`src/rtl/bcd_decoder_arbiter.sv`:
```
// Round-robin arbiter/sequencer sharing one BCD-to-one-hot decoder among NREQ requesters.
// Ports:
//   iCLK, iRSTn        clock, asynchronous active-low reset
//   iREQ[NREQ]         per-requester request level
//   iCODE[4*NREQ]      packed BCD codes, requester k at [4k+3:4k]
//   oGNT[NREQ]         one-hot grant pulse, coincident with oVALID
//   oDEC_IN[4]         registered code driven to the shared decoder
//   iDEC_OUT[10]       shared decoder output
//   oRESULT[10]        captured decoder output of the last transaction
//   oVALID             1-cycle pulse when oRESULT/oERR are new
//   oERR               last captured code was above 9
//   oBUSY              high whenever the sequencer is not idle
module bcd_decoder_arbiter #(
  parameter int unsigned NREQ     = 4,
  parameter int unsigned HOLD_CYC = 1
) (
  input  logic              iCLK,
  input  logic              iRSTn,
  input  logic [NREQ-1:0]   iREQ,
  input  logic [4*NREQ-1:0] iCODE,
  output logic [NREQ-1:0]   oGNT,
  output logic [3:0]        oDEC_IN,
  input  logic [9:0]        iDEC_OUT,
  output logic [9:0]        oRESULT,
  output logic              oVALID,
  output logic              oERR,
  output logic              oBUSY
);

  localparam int unsigned IW = $clog2(NREQ);
  localparam int unsigned CW = (HOLD_CYC > 1) ? $clog2(HOLD_CYC) : 1;

  typedef enum logic [1:0] {IDLE, DRIVE, CAPT, DONE} stateT;

  stateT            state, stateNx;
  logic [IW-1:0]    ptr, ptrNx;
  logic [IW-1:0]    idx, idxNx;
  logic [CW-1:0]    holdCnt, holdCntNx;
  logic [3:0]       decInNx;
  logic [9:0]       resultNx;
  logic             errNx;
  logic             validNx;
  logic [NREQ-1:0]  gntNx;

  logic             winHit;
  logic [IW-1:0]    winIdx;
  logic [3:0]       winCode;

  // Round-robin pick: first pass covers indices at/above ptr, second pass
  // catches the wrap-around (only indices below ptr can still be set then).
  always_comb begin
    winHit  = 1'b0;
    winIdx  = '0;
    winCode = '0;
    for (int unsigned i = 0; i < NREQ; i++) begin
      if (!winHit && iREQ[i] && (IW'(i) >= ptr)) begin
        winHit  = 1'b1;
        winIdx  = IW'(i);
        winCode = iCODE[4*i +: 4];
      end
    end
    for (int unsigned i = 0; i < NREQ; i++) begin
      if (!winHit && iREQ[i]) begin
        winHit  = 1'b1;
        winIdx  = IW'(i);
        winCode = iCODE[4*i +: 4];
      end
    end
  end

  // Next-state and registered-output logic.
  always_comb begin
    stateNx   = state;
    ptrNx     = ptr;
    idxNx     = idx;
    holdCntNx = holdCnt;
    decInNx   = oDEC_IN;
    resultNx  = oRESULT;
    errNx     = oERR;
    validNx   = 1'b0;
    gntNx     = '0;
    case (state)
      IDLE: begin
        if (winHit) begin
          idxNx     = winIdx;
          decInNx   = winCode;
          holdCntNx = CW'(HOLD_CYC - 1);
          stateNx   = DRIVE;
        end
      end
      DRIVE: begin
        if (holdCnt == '0) stateNx = CAPT;
        else               holdCntNx = holdCnt - CW'(1);
      end
      CAPT: begin
        resultNx = iDEC_OUT;
        errNx    = (oDEC_IN > 4'd9);
        validNx  = 1'b1;
        gntNx    = NREQ'(1) << idx;
        ptrNx    = (idx == IW'(NREQ - 1)) ? '0 : idx + IW'(1);
        stateNx  = DONE;
      end
      DONE:    stateNx = IDLE;
      default: stateNx = IDLE;
    endcase
  end

  // State and output registers.
  always_ff @(posedge iCLK or negedge iRSTn) begin
    if (!iRSTn) begin
      state   <= IDLE;
      ptr     <= '0;
      idx     <= '0;
      holdCnt <= '0;
      oDEC_IN <= '0;
      oRESULT <= '0;
      oERR    <= 1'b0;
      oVALID  <= 1'b0;
      oGNT    <= '0;
    end else begin
      state   <= stateNx;
      ptr     <= ptrNx;
      idx     <= idxNx;
      holdCnt <= holdCntNx;
      oDEC_IN <= decInNx;
      oRESULT <= resultNx;
      oERR    <= errNx;
      oVALID  <= validNx;
      oGNT    <= gntNx;
    end
  end

  assign oBUSY = (state != IDLE);

endmodule
```
`config.mk`:
```
export PLATFORM = sky130hd
export DESIGN_NAME = bcd_decoder_arbiter
export DESIGN_NICKNAME = d
export VERILOG_FILES = /design/src/rtl/bcd_decoder_arbiter.sv
export SDC_FILE = /design/constraint.sdc
export NUM_CORES = 1
export LEC_CHECK = 0
export ABC_AREA = 0
export CAP_MARGIN = 20
export CELL_PAD_IN_SITES_DETAIL_PLACEMENT = 1
export CELL_PAD_IN_SITES_GLOBAL_PLACEMENT = 1
export CORE_MARGIN = 3
export CORE_UTILIZATION = 35
export CTS_BUF_LIST = sky130_fd_sc_hd__clkbuf_16
export DETAILED_ROUTE_END_ITERATION = 8
export PLACE_DENSITY = 0.89
export SYNTH_ARGS = -nofsm -noshare
export SYNTH_HDL_FRONTEND = slang
export SYNTH_SLANG_ARGS = --single-unit
export TNS_END_PERCENT = 10
```
`constraint.sdc`:
```
create_clock -name iCLK -period 3.75 [get_ports iCLK]
set_clock_uncertainty 0.15 [all_clocks]
set_input_delay 0.5625 -clock iCLK [delete_from_list [all_inputs] [get_ports iCLK]]
set_output_delay 0.5625 -clock iCLK [all_outputs]
set_load 0.05 [all_outputs]
```
# [Yosys cells after proc, flatten, opt, wreduce, memory -nomap -nowiden]
# Index checks and enable logic that the tools add are counted.
[totals] ff_bits=27 inputBits=32 output_inout_bits=21 elab_cells=79
[classes] n_addsub=2 order_cmp=5 n_eq_ne=6 shifts=1 muxes=32 n_reduce_logical=24
[ops] op="two-way mux 4 bit" n=9
[ops] op="two-way mux 2 bit" n=9
[ops] op="two-way mux 1 bit" n=12
[ops] op="logical AND 1 bit" n=11
[ops] op="case mux 2 bit (4 select lines)" n=1
[ops] op="zero test 1 bit" n=7
[ops] op="equality test 2 bit (second input constant)" n=3
[ops] op="AND reduction 2 bit" n=3
[ops] op=">= comparator 1 x 2 -> 1 bit (first input constant)" n=2
[ops] op=">= comparator 2 bit (first input constant)" n=2
[ops] op="greater-than comparator 4 bit (second input constant)" n=1
[ops] op="inequality test 2 bit (second input constant)" n=2
[ops] op="nonzero test 2 bit" n=2
[ops] op="<< shifter 1 x 2 -> 4 bit (first input constant)" n=1
[ops] op="adder 2 x 1 -> 2 bit (second input constant)" n=1
[ops] op="equality test 2 x 1 -> 1 bit (second input constant)" n=1
[ops] op="zero test 2 bit" n=1
[ops] op="case mux 1 bit (2 select lines)" n=1
[ops] op="subtractor 1 bit (second input constant)" n=1

# [Longest topological paths before layout]
# Gate-level depths: netlist (run 1).
[logic_depth] word_depth=29 depth_mapped=7 mapped_depth_nobuf=6

# [Worst setup path before layout (run 1)]
# No wires, ideal clock.
[synth_timing] kind="register to register" startpoint="register state[0]" endpoint="register oDEC_IN[2]" setup_time_ps=94 arrival_time_ps=1506 t_required_ps=3506 setup_slack_ps=2000 path_stages_with_launch=8 path_buffers=1 synth_period_minus_slack_ps=1750 path_cell_list="dfrtp_1 -> inv_1 -> ha_1 -> inv_1 -> a21oi_1 -> buf_2 -> nor2_1 -> a221oi_2"
[synth_between] elab_chain_cells=2
[synth_lines] item="from (decl)" line="35" source="stateT state, stateNx;"
[synth_lines] item="from (signal assigned)" line="121" source="state <= stateNx;"
[synth_lines] item="zero test 2 bit" line="82" source="case (state)"
[synth_lines] item="AND reduction 2 bit (no source line)"
[synth_lines] item="to (signal assigned)" line="125" source="oDEC_IN <= decInNx;"
[synth_lines] item="to (decl)" line="22" source="output logic [3:0] oDEC_IN,"
# Every way passes these cells.
# A chain may end at the register's enable or synchronous reset.

# [Worst setup path after layout (run 1)]
[layout_timing] startpoint="register state[0]" endpoint="output oBUSY"
[layout_between] elab_chain_cells=1
[layout_lines] item="nonzero test 2 bit" line="133" source="assign oBUSY = (state != IDLE);"
[layout_lines] item="to (decl)" line="27" source="output logic oBUSY"
# Every way passes these cells.

==> run metrics, run 1 <==
Sequential Area=650.6 µm²; Critical Path Start Type=register; Routed Antenna Nets=0; Layout Cells excl Fill=243; share of the clock period used by the worst path after layout=70.12%; Clock Path Buffers=2; die outline area=slightly above 5000 µm²; number of filler cells placed in the layout=roughly 450; worst setup slack after layout=~1.1 ns; port buffer count=52; latest clock arrival within the worst-skew pair=approximately 0.26 ns; worst reg2reg path depth=5; clock root buffer master=sky130_fd_sc_hd__clkbuf_16; post-detailed-routing wire length=approximately 4200 µm; Initial Utilization=a little over a third; end point of the worst hold path=oRESULT[6]$_DFFE_PN0P_; standard cell core area=4058 µm²; status=completed; synth top area cells=sky130_fd_sc_hd__dfrtp_1 44%, sky130_fd_sc_hd__mux2_2 8.3%, sky130_fd_sc_hd__ha_1 5.1%; worst flop-to-flop path startpoint=ptr[1]$_DFFE_PN0P_; Final min period=2.630 ns; die boundary height=between 70 and 80 µm; Pins Over Slew Limit=0; worst supply voltage drop on vdd=281.4 µV; Placed Instance Area=2026 µm²; detailed-route DRC error count=0; leakage power of the design=0.0008729 µW; maximum number of pins on one net before global-route repair=27; critical path's largest stage delay=around 0.85 ns; number of iterations in the first detailed-routing pass=4; TritonCTS clock tree=done; syn nets=180; fmax=roughly 0.38 GHz; cell repeated most along the worst path=sky130_fd_sc_hd__inv_1; ratio of total power to cell area=889.1 nW/µm²; sum of negative setup slack=0 ns; all-layer global routing usage=17.40%; number of antenna cells inserted=0; PostCTS Resize Cnt=0; layout-stage area growth over the synthesis result=42.71%; number of maximum-capacitance violations=0; class of the most critical hold timing path=reg -> reg; gr ovfl total=0; Final GP Congestion=0.9324; data required time at the worst endpoint=~3 ns; postcts setup bufs=0; cell count after synthesis=between 100 and 150; data arrival time of the worst path=1.92 ns; post-synthesis instance area=between 1000 and 1500 µm²; Max Fanout on Critical Path=5; dpl ws=roughly 1.2 ns; number of nets in the final layout=between 200 and 250; dpl hpwl=3309 µm; detail-routed via count per cell=between 5 and 6; number of instances in the placed design=approximately 240; reg-to-reg endpoint=oDEC_IN[3]$_DFFE_PN0P_; total number of placement rows=23; crit path max-delay cell type=sky130_fd_sc_hd__clkdlybuf4s50_1; Worst Setup Path Type=reg -> out; setup repair after global routing missed its margin=false; sort of element at the end of the critical path=output port; routed wire length per instance=roughly 17 µm; Initial DRC Count=31; initial antenna violation count=0; cts bufs inserted=3; cell chain of the critical path=inv_1 -> ha_1 -> inv_1 -> clkdlybuf4s50_1; actual slew at the worst max-slew pin=just under 0.8 ns; count of unique library cells instantiated by Yosys=34; number of global-route vias before repair=roughly 1500; IO Count=53; final-report hold violation count=0; cts-stage hold buffer count=0; launch instance of the worst min-delay path=oRESULT[6]$_DFFE_PN0P_; first-pass GRT wire length=roughly 7000 µm; mean post-synth cell area=roughly 10 µm²; Chip Width=71.14 µm; count of buffer and inverter cells on the critical path=3; share of final-layout standard cells stronger than drive strength 1=between 10 and 15%; share of the yosys chip area belonging to registers=43.81%; fraction of post-synthesis cell area in the top cell type by area=a little over two fifths; clock-pin slew on the worst setup and hold paths=around 0.060 ns; Ys Warns=0; Non-Filler Cell Area, Final=around 2100 µm²; routed vias=roughly 1300; Synth area leader=sky130_fd_sc_hd__dfrtp_1; number of clock sinks seen by CTS=26; multi-input combinational cell area=approximately 750 µm²; final setup fails=0; category of cells accounting for the largest share of critical-path delay=buffers and inverters; cell count of the worst hold path=1; Clock H-tree levels=1; Reg2Reg Setup Slack=approximately 1.7 ns; max_slew headroom=48.18%; register bit total from synthesis=26
==> cell type report <==
class                   count  share of cell area, %
repair buffers             54                  25.62
inverters                   9                  1.594
clock inverters             1                 0.1771
clock buffers               3                  3.542
multi-input cells         100                  35.42
flip-flops and latches     26                  30.70
well taps                  50                  2.952
==> power by group <==
part,internal (µW),switching [µW]
Clock,143,92.9
Combinational,438,689
Sequential,414,107
==> layer usage <==
metal  global-route usage [%]  share of wire [%]  vias up
met5                        0                  0        -
met4                    7.307                3.1        0
met3                    3.977                6.5       14
met2                    30.41                 49       61
met1                    20.30                 41      631
li1                         -                  -      627
==> per-stage QoR <==
| step | hold slack, ns | total power (µW) | util (%) |
|---|---|---|---|
| floorplan | 0.1169 | 1307 | - |
| global placement | 0.3376 | 1622 | 49.92 |
| detailed placement | 0.3464 | 1661 | 49.92 |
| CTS | 0.3606 | 1908 | 51.87 |
| global route | 0.3674 | 2015 | 52.24 |
| finish | 0.3570 | 1885 | 52.24 |
==> worst max path at each step <==
stage	startpoint	end	slack, ns	cells after the start
6_report	state[0]$_DFFE_PN0P_	oBUSY	1.12	4
5_1_grt	state[0]$_DFFE_PN0P_	oBUSY	1.03	4
4_1_cts	state[0]$_DFFE_PN0P_	oBUSY	1.11	4
3_5_place_dp	iREQ[1]	oDEC_IN[2]$_DFFE_PN0P_	1.16	6
3_3_place_gp	iREQ[2]	oDEC_IN[3]$_DFFE_PN0P_	1.31	6
2_1_floorplan	state[0]$_DFFE_PN0P_	oDEC_IN[2]$_DFFE_PN0P_	2.00	7
==> cells by family (layout without fill, tap and decap cells) <==
logic type | after synthesis | count (layout) | synth area share [%]
AOI/OAI and AO/OA | 43 | 43 | 21.31
and+or+nand+nor | 40 | 40 | 15.84
DFF | 26 | 26 | 43.81
buffers and inverters | 16 | 67 | 5.644
muxes | 11 | 11 | 8.340
adders and majority gates | 6 | 6 | 5.055
==> layout by cell type (no fill, tap or decap), types with 3 or more instances in the layout <==
cell type                         instances
sky130_fd_sc_hd__and3b_2                  3
sky130_fd_sc_hd__o22ai_1                  9
sky130_fd_sc_hd__a31oi_1                  4
sky130_fd_sc_hd__o21ai_0                  9
sky130_fd_sc_hd__dfrtp_1                 26
sky130_fd_sc_hd__inv_1                    9
sky130_fd_sc_hd__ha_1                     6
sky130_fd_sc_hd__nand2_1                  7
sky130_fd_sc_hd__nor3b_1                  3
sky130_fd_sc_hd__clkdlybuf4s50_1         52
sky130_fd_sc_hd__mux2_2                  11
sky130_fd_sc_hd__clkbuf_16                3
sky130_fd_sc_hd__a21oi_1                  4
sky130_fd_sc_hd__a221oi_1                 4
sky130_fd_sc_hd__nor2_1                  12
sky130_fd_sc_hd__and2_1                   4
sky130_fd_sc_hd__a221oi_2                 3
==> Yosys cell counts <==
master	n
sky130_fd_sc_hd__dfrtp_1	26
sky130_fd_sc_hd__nor2_1	12
sky130_fd_sc_hd__mux2_2	11
sky130_fd_sc_hd__inv_1	9
sky130_fd_sc_hd__o21ai_0	9
sky130_fd_sc_hd__o22ai_1	9
sky130_fd_sc_hd__nand2_1	7
sky130_fd_sc_hd__ha_1	6
sky130_fd_sc_hd__a21oi_1	4
sky130_fd_sc_hd__a221oi_1	4
sky130_fd_sc_hd__a31oi_1	4
sky130_fd_sc_hd__and2_1	4
sky130_fd_sc_hd__a221oi_2	3
sky130_fd_sc_hd__and3b_2	3
sky130_fd_sc_hd__buf_2	3
sky130_fd_sc_hd__nor3b_1	3
sky130_fd_sc_hd__a22oi_1	2
sky130_fd_sc_hd__clkbuf_1	2
sky130_fd_sc_hd__clkbuf_8	2
sky130_fd_sc_hd__nand2b_4	2
sky130_fd_sc_hd__nand3_1	2
sky130_fd_sc_hd__nand4_1	2
sky130_fd_sc_hd__o211ai_1	2
sky130_fd_sc_hd__a211oi_1	1
sky130_fd_sc_hd__a21bo_2	1
sky130_fd_sc_hd__a21oi_4	1
sky130_fd_sc_hd__a222oi_1	1
sky130_fd_sc_hd__and4_1	1
sky130_fd_sc_hd__nand2b_1	1
sky130_fd_sc_hd__nor3_1	1
sky130_fd_sc_hd__nor3_2	1
sky130_fd_sc_hd__o221ai_1	1
sky130_fd_sc_hd__o31ai_1	1
sky130_fd_sc_hd__or2_2	1
==> sequential cells by signal, indices dropped and copies added (netlist names) <==
| register | cells |
|---|---|
| oRESULT | 10 |
| oDEC_IN | 4 |
| oGNT | 4 |
| idx | 2 |
| ptr | 2 |
| state | 2 |
| oERR | 1 |
| oVALID | 1 |
No activity file was read; power rests on OpenSTA's default activity.
==> inputs of run 2 (changes only) <==
- CORE_UTILIZATION: 35 -> 33
- PLACE_DENSITY: 0.89 -> 0.84
- clock period: 3.75 -> 2.6 ns (I/O delays scaled with it)
==> run metrics, run 2 (synthesis results as in run 1) <==
status=completed (unchanged); PostCTS Resize Cnt=0 (unchanged); Routed Antenna Nets=0 (unchanged); routed vias=1360 (was 1333); all-layer global routing usage=17.45% (was 17.40%); Max Fanout on Critical Path=5 (unchanged); sum of negative setup slack=0 ns (unchanged); ratio of total power to cell area=1302 nW/µm² (was 889.1 nW/µm²); cts-stage hold buffer count=0 (unchanged); detailed-route DRC error count=0 (unchanged); share of the clock period used by the worst path after layout=approximately 93%; max_slew headroom=54.79% (was 48.18%); leakage power of the design=0.0008805 µW (was 0.0008729 µW); Pins Over Slew Limit=0 (unchanged); die boundary height=73.09 µm (was 71.14 µm); die outline area=5341 µm² (was 5061 µm²); Final GP Congestion=0.9141 (was 0.9324); Largest register FFs=10 (unchanged); number of maximum-capacitance violations=0 (unchanged); crit path max-delay cell type=sky130_fd_sc_hd__clkdlybuf4s50_1 (unchanged); most common cell after layout, fill and taps aside=sky130_fd_sc_hd__clkdlybuf4s50_1 (unchanged); Initial DRC Count=57 (was 31); proportion of power drawn by the clock network=12.1% (was 12.5%); clock-pin slew on the worst setup and hold paths=0.06 ns (about the same); number of instances in the placed design=241 (was 238); Top Registers=oRESULT: 10 flops, oDEC_IN: 4 flops, oGNT: 4 flops (unchanged); Initial Utilization=35.59% (was 36.60%); internal power component=1457 µW (was 994.9 µW); number of iterations in the first detailed-routing pass=4 (unchanged); number of clock sinks seen by CTS=26 (unchanged); number of filler cells placed in the layout=465 (was 452); latest clock arrival within the worst-skew pair=0.25 ns (was 0.26 ns); Final min period=2.422 ns; data required time at the worst endpoint=2.06 ns (was 3.04 ns); sequential group share of total power=27.6% (was 27.7%); critical path's largest stage delay=0.82 ns (was 0.85 ns); Clock Path Buffers=2 (unchanged); postcts setup bufs=0 (unchanged); final-report hold violation count=0 (unchanged); post-detailed-routing wire length=4365 µm (was 4174 µm); clock root buffer master=sky130_fd_sc_hd__clkbuf_16 (unchanged); Clock H-tree levels=1 (unchanged); count of buffer and inverter cells on the critical path=3 (unchanged); total net switching power=1312 µW (was 889.7 µW); number of antenna cells inserted=0 (unchanged); sort of element at the end of the critical path=output port (unchanged); part of the power in combinational logic=60.3% (was 59.8%); data arrival time of the worst path=1.88 ns (was 1.92 ns); layout-stage area growth over the synthesis result=43.22% (was 42.71%); detail-routed via count per cell=5.551 (was 5.486); cell chain of the critical path=inv_1 -> ha_1 -> inv_1 -> clkdlybuf4s50_1 (unchanged); Placed Instance Area=2048 µm² (was 2026 µm²); Layout Cells excl Fill=245 (was 243); worst supply voltage drop on vdd=344.6 µV (was 281.4 µV); dpl hpwl=3436 µm (was 3309 µm); Switching Fraction=47.39% (was 47.21%); number of global-route vias before repair=1551 (was 1488); Sequential Area=650.6 µm² (unchanged); port buffer count=52 (unchanged); total number of placement rows=23 (unchanged); category of cells accounting for the largest share of critical-path delay=buffers and inverters (unchanged); cell repeated most along the worst path=sky130_fd_sc_hd__inv_1 (unchanged); leading cell types in the layout, fill and taps excluded=52 x sky130_fd_sc_hd__clkdlybuf4s50_1, 26 x sky130_fd_sc_hd__dfrtp_1, 12 x sky130_fd_sc_hd__nor2_1 (unchanged); setup repair after global routing missed its margin=false (unchanged); Worst Setup Path Type=reg -> out (unchanged); multi-input combinational cell area=750.7 µm² (unchanged); share of final-layout standard cells stronger than drive strength 1=15.38% (was 14.51%); maximum number of pins on one net before global-route repair=27 (unchanged); final setup fails=0 (unchanged); register bank with the most flops=oRESULT (unchanged); actual slew at the worst max-slew pin=0.6782 ns (was 0.7773 ns); number of nets in the final layout=234 (was 232); IO Count=53 (unchanged); cts bufs inserted=3 (unchanged); Critical Path Start Type=register (unchanged); initial antenna violation count=0 (unchanged); class of the most critical hold timing path=reg -> reg (unchanged); first-pass GRT wire length=7300 µm (was 7058 µm); fmax=approximately 0.41 GHz; routed wire length per instance=17.82 µm (was 17.18 µm); TritonCTS clock tree=done (unchanged); Non-Filler Cell Area, Final=2127 µm² (was 2120 µm²); Chip Width=73.09 µm (was 71.14 µm); gr ovfl total=0 (unchanged); standard cell core area=4173 µm² (was 4058 µm²)
## run 2: cell type report
type | instances | area share (%)
tap | 50 | 2.941
sequential | 26 | 30.59
clock inverter | 1 | 0.1765
multi-input combinational | 100 | 35.29
inverter | 9 | 1.588
clock buffer | 3 | 3.529
timing repair buffer | 56 | 25.88
## run 2: path summary, 6_finish.rpt
kind / slack [ns] / from / depth (start not counted) / endpoint
worst max-delay path: 0.18 / state[0]$_DFFE_PN0P_ / 4 / oBUSY
worst min-delay path: 0.36 / oRESULT[8]$_DFFE_PN0P_ / 1 / oRESULT[8]$_DFFE_PN0P_
worst max register to register: 0.55 / ptr[1]$_DFFE_PN0P_ / 5 / oDEC_IN[2]$_DFFE_PN0P_
worst min register to register: 0.36 / oRESULT[8]$_DFFE_PN0P_ / 1 / oRESULT[8]$_DFFE_PN0P_
max in group asynchronous: 1.69 / iRSTn / 2 / oRESULT[2]$_DFFE_PN0P_
min in group asynchronous: 0.37 / iRSTn / 2 / oDEC_IN[2]$_DFFE_PN0P_
## run 2: stage by stage
step                      utilization [%]  hold slack [ns]  total power [µW]  setup WS (ns)
after global placement              49.09           0.3389              2366         0.3225
after CTS                           50.97           0.3649              2797         0.1653
after floorplan                         -         -0.05559              1885         0.8502
after detailed placement            49.09           0.3504              2438         0.1750
after global routing                50.97           0.3810              2947        0.08129
final                               50.97           0.3598              2770         0.1778
## run 2: power groups by stage
stage	Combinational (µW)	Sequential (µW)	Clock, µW
global route	1790	792	361
CTS	1680	764	349
finish	1670	763	335
global placement	1620	749	0
floorplan	692	1190	0
detailed placement	1670	769	0
## run 2: metal layers
| layer | vias to the layer above | GRT usage [%] | part of all wire [%] |
|---|---|---|---|
| li1 | 628 | - | - |
| met1 | 663 | 20.02 | 41 |
| met2 | 59 | 31.18 | 50 |
| met3 | 10 | 3.168 | 7.5 |
| met4 | 0 | 7.787 | 2.1 |
| met5 | - | 0 | 0 |
==> RTL edit 1, RTL diff (config.mk and constraints of run 2) <==
The 4 states of `stateT` get a one-hot encoding in 4 bits.
--- a/src/rtl/bcd_decoder_arbiter.sv
+++ b/src/rtl/bcd_decoder_arbiter.sv
@@ -32,3 +32,3 @@
 
-  typedef enum logic [1:0] {IDLE, DRIVE, CAPT, DONE} stateT;
+  typedef enum logic [3:0] {IDLE = 4'b0001, DRIVE = 4'b0010, CAPT = 4'b0100, DONE = 4'b1000} stateT;
 
Formal check against the unedited RTL: no difference found for any inputs over 10 cycles, from zero or initial values and one cycle with iRSTn low; not proved beyond that.
==> RTL edit 1 against run 2 <==
  * Power is 3.2% lower
  * Sequential cell count is 2 higher
  * Synthesized area is 3.5% higher
  * Routed wire length is 0.69% higher
  * Worst setup slack better by 0.19 ns
  * Global-route usage is 0.37 points lower
  * Final area is 3.7% higher
  * Combinational power is 8% lower
  * Non-clock buffer count is 1 higher
  * Clock power is 5% higher
  * Critical path depth is 2 higher
  * Fmax is 8.7% higher
==> RTL edit 1: results (changes against run 2) <==
crit_start: "iREQ[1]"
post_cts_buffers: 0  # unchanged
async_flop_share: 1.00  # unchanged
dp.cells: 242  # +0.41%
via_per_inst: 5.52  # -0.63%
synth_common_cells: "27 x dfrtp_1, 13 x mux2_2, 8 x nand2_1, 8 x nor2_1, 7 x nand3_1"
syn_nets: 175  # -2.8%
grt_pass1_vias: 1438  # -7.3%
cts_resized: 0  # unchanged
route.met3.wl_um: 259  # -21%
leakage_nw: 0.903  # +2.6%
grt_pass1_wl_um: 7140  # -2.2%
p_sw_frac: 0.460  # -0.0140
place_area_mm2: 0.00212  # +3.7%
drt-met1-wl_um: 1660  # -6.5%
clkTransAtPathRegs_ns: 0.07
port_buffers: 52  # unchanged
vdd_drop_max_v: 0.000636  # +85%
syn_avg_cell_area_um2: 11.1  # +5.8%
status: "completed"
hold_path_class: "flip-flop to flip-flop"
wl_per_cell_um: 17.9  # +0.28%
synthTopCellsByArea: "dfrtp_1 44%, mux2_2 9.5%, ha_1 3.3%, a221oi_2 2.9%, a221oi_1 2.3%"
synth_seq_area_share: 0.456  # +0.0184
wl_met2_um: 2430  # +12%
cts.htree.levels: 1  # unchanged
nNetsFinal: 231  # -1.3%
place_congestion: 0.913  # -0.13%
grt_start_max_net_pins: 29  # +7.4%
track_usage: 0.171  # -0.00373
synth_flop_cell: "dfrtp_1"
drive_above_1_share: 0.191  # +0.0369
cts.path.max_buffers: 2  # unchanged
largest_register_ffs: 10  # unchanged
dp_hpwl_um: 3500  # +1.8%
ctsRootBufferMaster: "clkbuf_16"
antenna_found_initial: 0  # unchanged
yosys_warnings: 0  # unchanged
hold_path.startpoint: "oRESULT[2]"
fin_cells: 246  # +0.41%
worst_pin_slew_ns: 0.529  # -0.149 ns
diodes: 0  # unchanged
cp.arrival_ns: 2.26  # +0.38 ns
cp_max_fo: 9  # +4
drt-initial-drc-count: 82  # +44%
drt-pass1-iter-count: 4  # unchanged
dpl_worst_slack_ns: 0.114  # -0.0606 ns
ys_types: 39  # +15%
worstReg2RegStart: "state[0]"
## RTL edit 1: cell count changes after synthesis, moves of 4 or more
cell	change
a21o_1	+4
nor2_1	-4
o21ai_0	-5
nand3_1	+5
o22ai_1	-6
## RTL edit 1: layout make-up
type                       instances  area (um^2)
clock inverter                     1         3.75
multi-input combinational         99          777
sequential                        28          702
inverter                           6         22.5
fill                             487         2210
tap                               52         65.1
timing repair buffer              57          561
clock buffer                       3         75.1
## RTL edit 1: path summary, 6_finish.rpt
check	end	slack, ns	depth (start not counted)
max	oDEC_IN[1]	0.37	6
min	oRESULT[2]	0.36	1
min in group asynchronous	oGNT[3]	0.37	2
max reg2reg	oDEC_IN[3]	0.39	5
min reg2reg	oRESULT[2]	0.36	1
max in group asynchronous	state[0]	1.62	2
## RTL edit 1: worst max-delay path: stages
cell,delay (ns)
clkdlybuf4s50_1,0.57
or3b_4,0.48
a311oi_4,0.38
a21boi_2,0.10
o2111a_1,0.14
o31ai_2,0.18
## RTL edit 1: cells by family (layout without fill, tap and decap cells)
logic type,Yosys count,after routing,share of synthesized area
AOI/OAI and AO/OA,36,36,0.205
adders and majority gates,4,4,0.0325
buffers and inverters,12,67,0.0423
DFF,28,28,0.456
muxes,13,13,0.0952
and+or+nand+nor,46,46,0.168
## RTL edit 1: per-layer routing
layer  GRT usage  vias up
met3      0.0446        8
met5           0        -
met2       0.323       33
met1       0.190      691
li1            -      625
met4      0.0415        0
## RTL edit 1: power groups by stage
stage	Sequential, mW	Combinational [mW]	Clock, mW
2_1_floorplan	1.17	0.661	0
4_1_cts	0.799	1.55	0.361
6_report	0.797	1.53	0.352
3_5_place_dp	0.809	1.54	0
5_1_grt	0.826	1.63	0.382
3_3_place_gp	0.789	1.49	0
==> RTL edit 2, RTL diff (config.mk and constraints of run 2) <==
Without the edit above. The parameter `NREQ` goes from 4 to 2. Comments in the files are not updated.
--- a/src/rtl/bcd_decoder_arbiter.sv
+++ b/src/rtl/bcd_decoder_arbiter.sv
@@ -13,3 +13,3 @@
 module bcd_decoder_arbiter #(
-  parameter int unsigned NREQ     = 4,
+  parameter int unsigned NREQ     = 2,
   parameter int unsigned HOLD_CYC = 1
Ports: changed (resized iCODE, iREQ and oGNT); port bits go from 53 to 41. No check against the original RTL was run, so the function may have changed too.
==> RTL edit 2 against run 2 <==
  * Critical path type unchanged
  * Power shrank 22%
  * Largest power group unchanged
  * Worst setup slack improved by 0.034 ns
  * Largest cell class is now registers
  * Via count down 49%
  * Final area decreased by 33%
  * Fmax grew 1.4%
  * Synthesized area down 36%
  * Sequential cell count fell by 4
  * Non-clock buffer count down 15
  * Routed wire length shrank 51%
==> RTL edit 2: results (changes against run 2) <==
synthTopCellsByArea: "dfrtp_1 58%, mux2_4 7.9%, mux2_1 7.1%, ha_1 2.6%, buf_6 2.4%"
synthAdderAreaFrac: 0.0265  # -0.0241
synth_mux_area_frac: 0.151  # +0.0674
cp.arrival_ns: 1.85  # -0.03 ns
drive_above_1_share: 0.115  # -0.0388
leakage_nw: 0.611  # -31%
nNetsFinal: 138  # -41%
hold_path_class: "flip-flop to flip-flop"
synth_seq_area_share: 0.582  # +0.144
drt-pass1-iter-count: 4  # unchanged
hold_path.startpoint: "idx"
top_regs: "oRESULT (10), oDEC_IN (4)"
r2r_end: "oRESULT[9]"
synth_common_cells: "22 x dfrtp_1, 6 x mux2_1, 5 x mux2_4, 5 x nor2_1"
grt_start_max_net_pins: 23  # -15%
critPathMaxStageDelay_ns: 0.80  # -0.02 ns
worstReg2RegStart: "state[0]"
cp_max_fo: 9  # +4
worstHoldPathCells: 1  # unchanged
track_usage: 0.128  # -0.0468
synth_compound_gate_area_share: 0.0860  # -0.127
holdWs_ns: 0.307  # -0.0527 ns
drt-initial-drc-count: 9  # -84%
vdd_drop_max_v: 0.00109  # +220%
port_buffers: 40  # -23%
syn_nets: 96  # -47%
grt_pass1_vias: 749  # -52%
ys_types: 24  # -29%
wirelength_um: 2130  # -51%
r2r_slack_ns: 0.82  # +0.27 ns
dpl_worst_slack_ns: 0.475  # +0.300 ns
grt_pass1_wl_um: 3390  # -54%
worst_pin_slew_ns: 0.751  # +0.0727 ns
dp_hpwl_um: 1630  # -52%
ff2ff_path_depth: 3  # -2
status: "completed"
place_congestion: 0.749  # -18%
hold_end: "oGNT[0]"
## RTL edit 2: worst max path at each step
| stage | startpoint | to | slack [ns] | cells after the start |
|---|---|---|---|---|
| final | state[1] | oBUSY | 0.21 | 4 |
| after global routing | state[1] | oBUSY | 0.11 | 4 |
| after detailed placement | state[1] | oBUSY | 0.48 | 4 |
| after CTS | state[1] | oBUSY | 0.20 | 4 |
| after floorplan | state[1] | oBUSY | 1.05 | 4 |
| after global placement | state[1] | oBUSY | 0.53 | 4 |
## RTL edit 2: through the flow
| stage | power, mW | area (um^2) | std cells |
|---|---|---|---|
| after floorplan | 1.48 | 946 | 72 |
| after global placement | 1.83 | 1350 | 139 |
| after detailed placement | 1.87 | 1350 | 139 |
| after CTS | 2.19 | 1430 | 143 |
| after global routing | 2.29 | 1430 | 143 |
| final | 2.16 | 1430 | 143 |
## RTL edit 2: per-layer routing
layer,track usage,routed length (um),up-vias
met5,0,0,-
met4,0.0380,6,0
met3,0.0240,196,2
met2,0.229,1050,31
met1,0.154,877,332
li1,-,-,332
## RTL edit 2: area by class of cell
| cell class | instances | area [um^2] |
|---|---|---|
| sequential | 22 | 551 |
| multi-input combinational | 42 | 339 |
| clock inverter | 1 | 3.75 |
| inverter | 4 | 15.0 |
| clock buffer | 3 | 75.1 |
| fill | 285 | 1160 |
| tap | 30 | 37.5 |
| timing repair buffer | 41 | 408 |
## RTL edit 2: report_power, final
part           switching, mW  internal, mW
Combinational          0.772         0.474
Sequential            0.0912         0.513
Clock                  0.108         0.205
## RTL edit 2: worst register-to-register path: stages (launching register included)
cell and delay, ns:
dfrtp_1 0.36, inv_1 0.10, ha_1 0.65, mux2_1 0.40
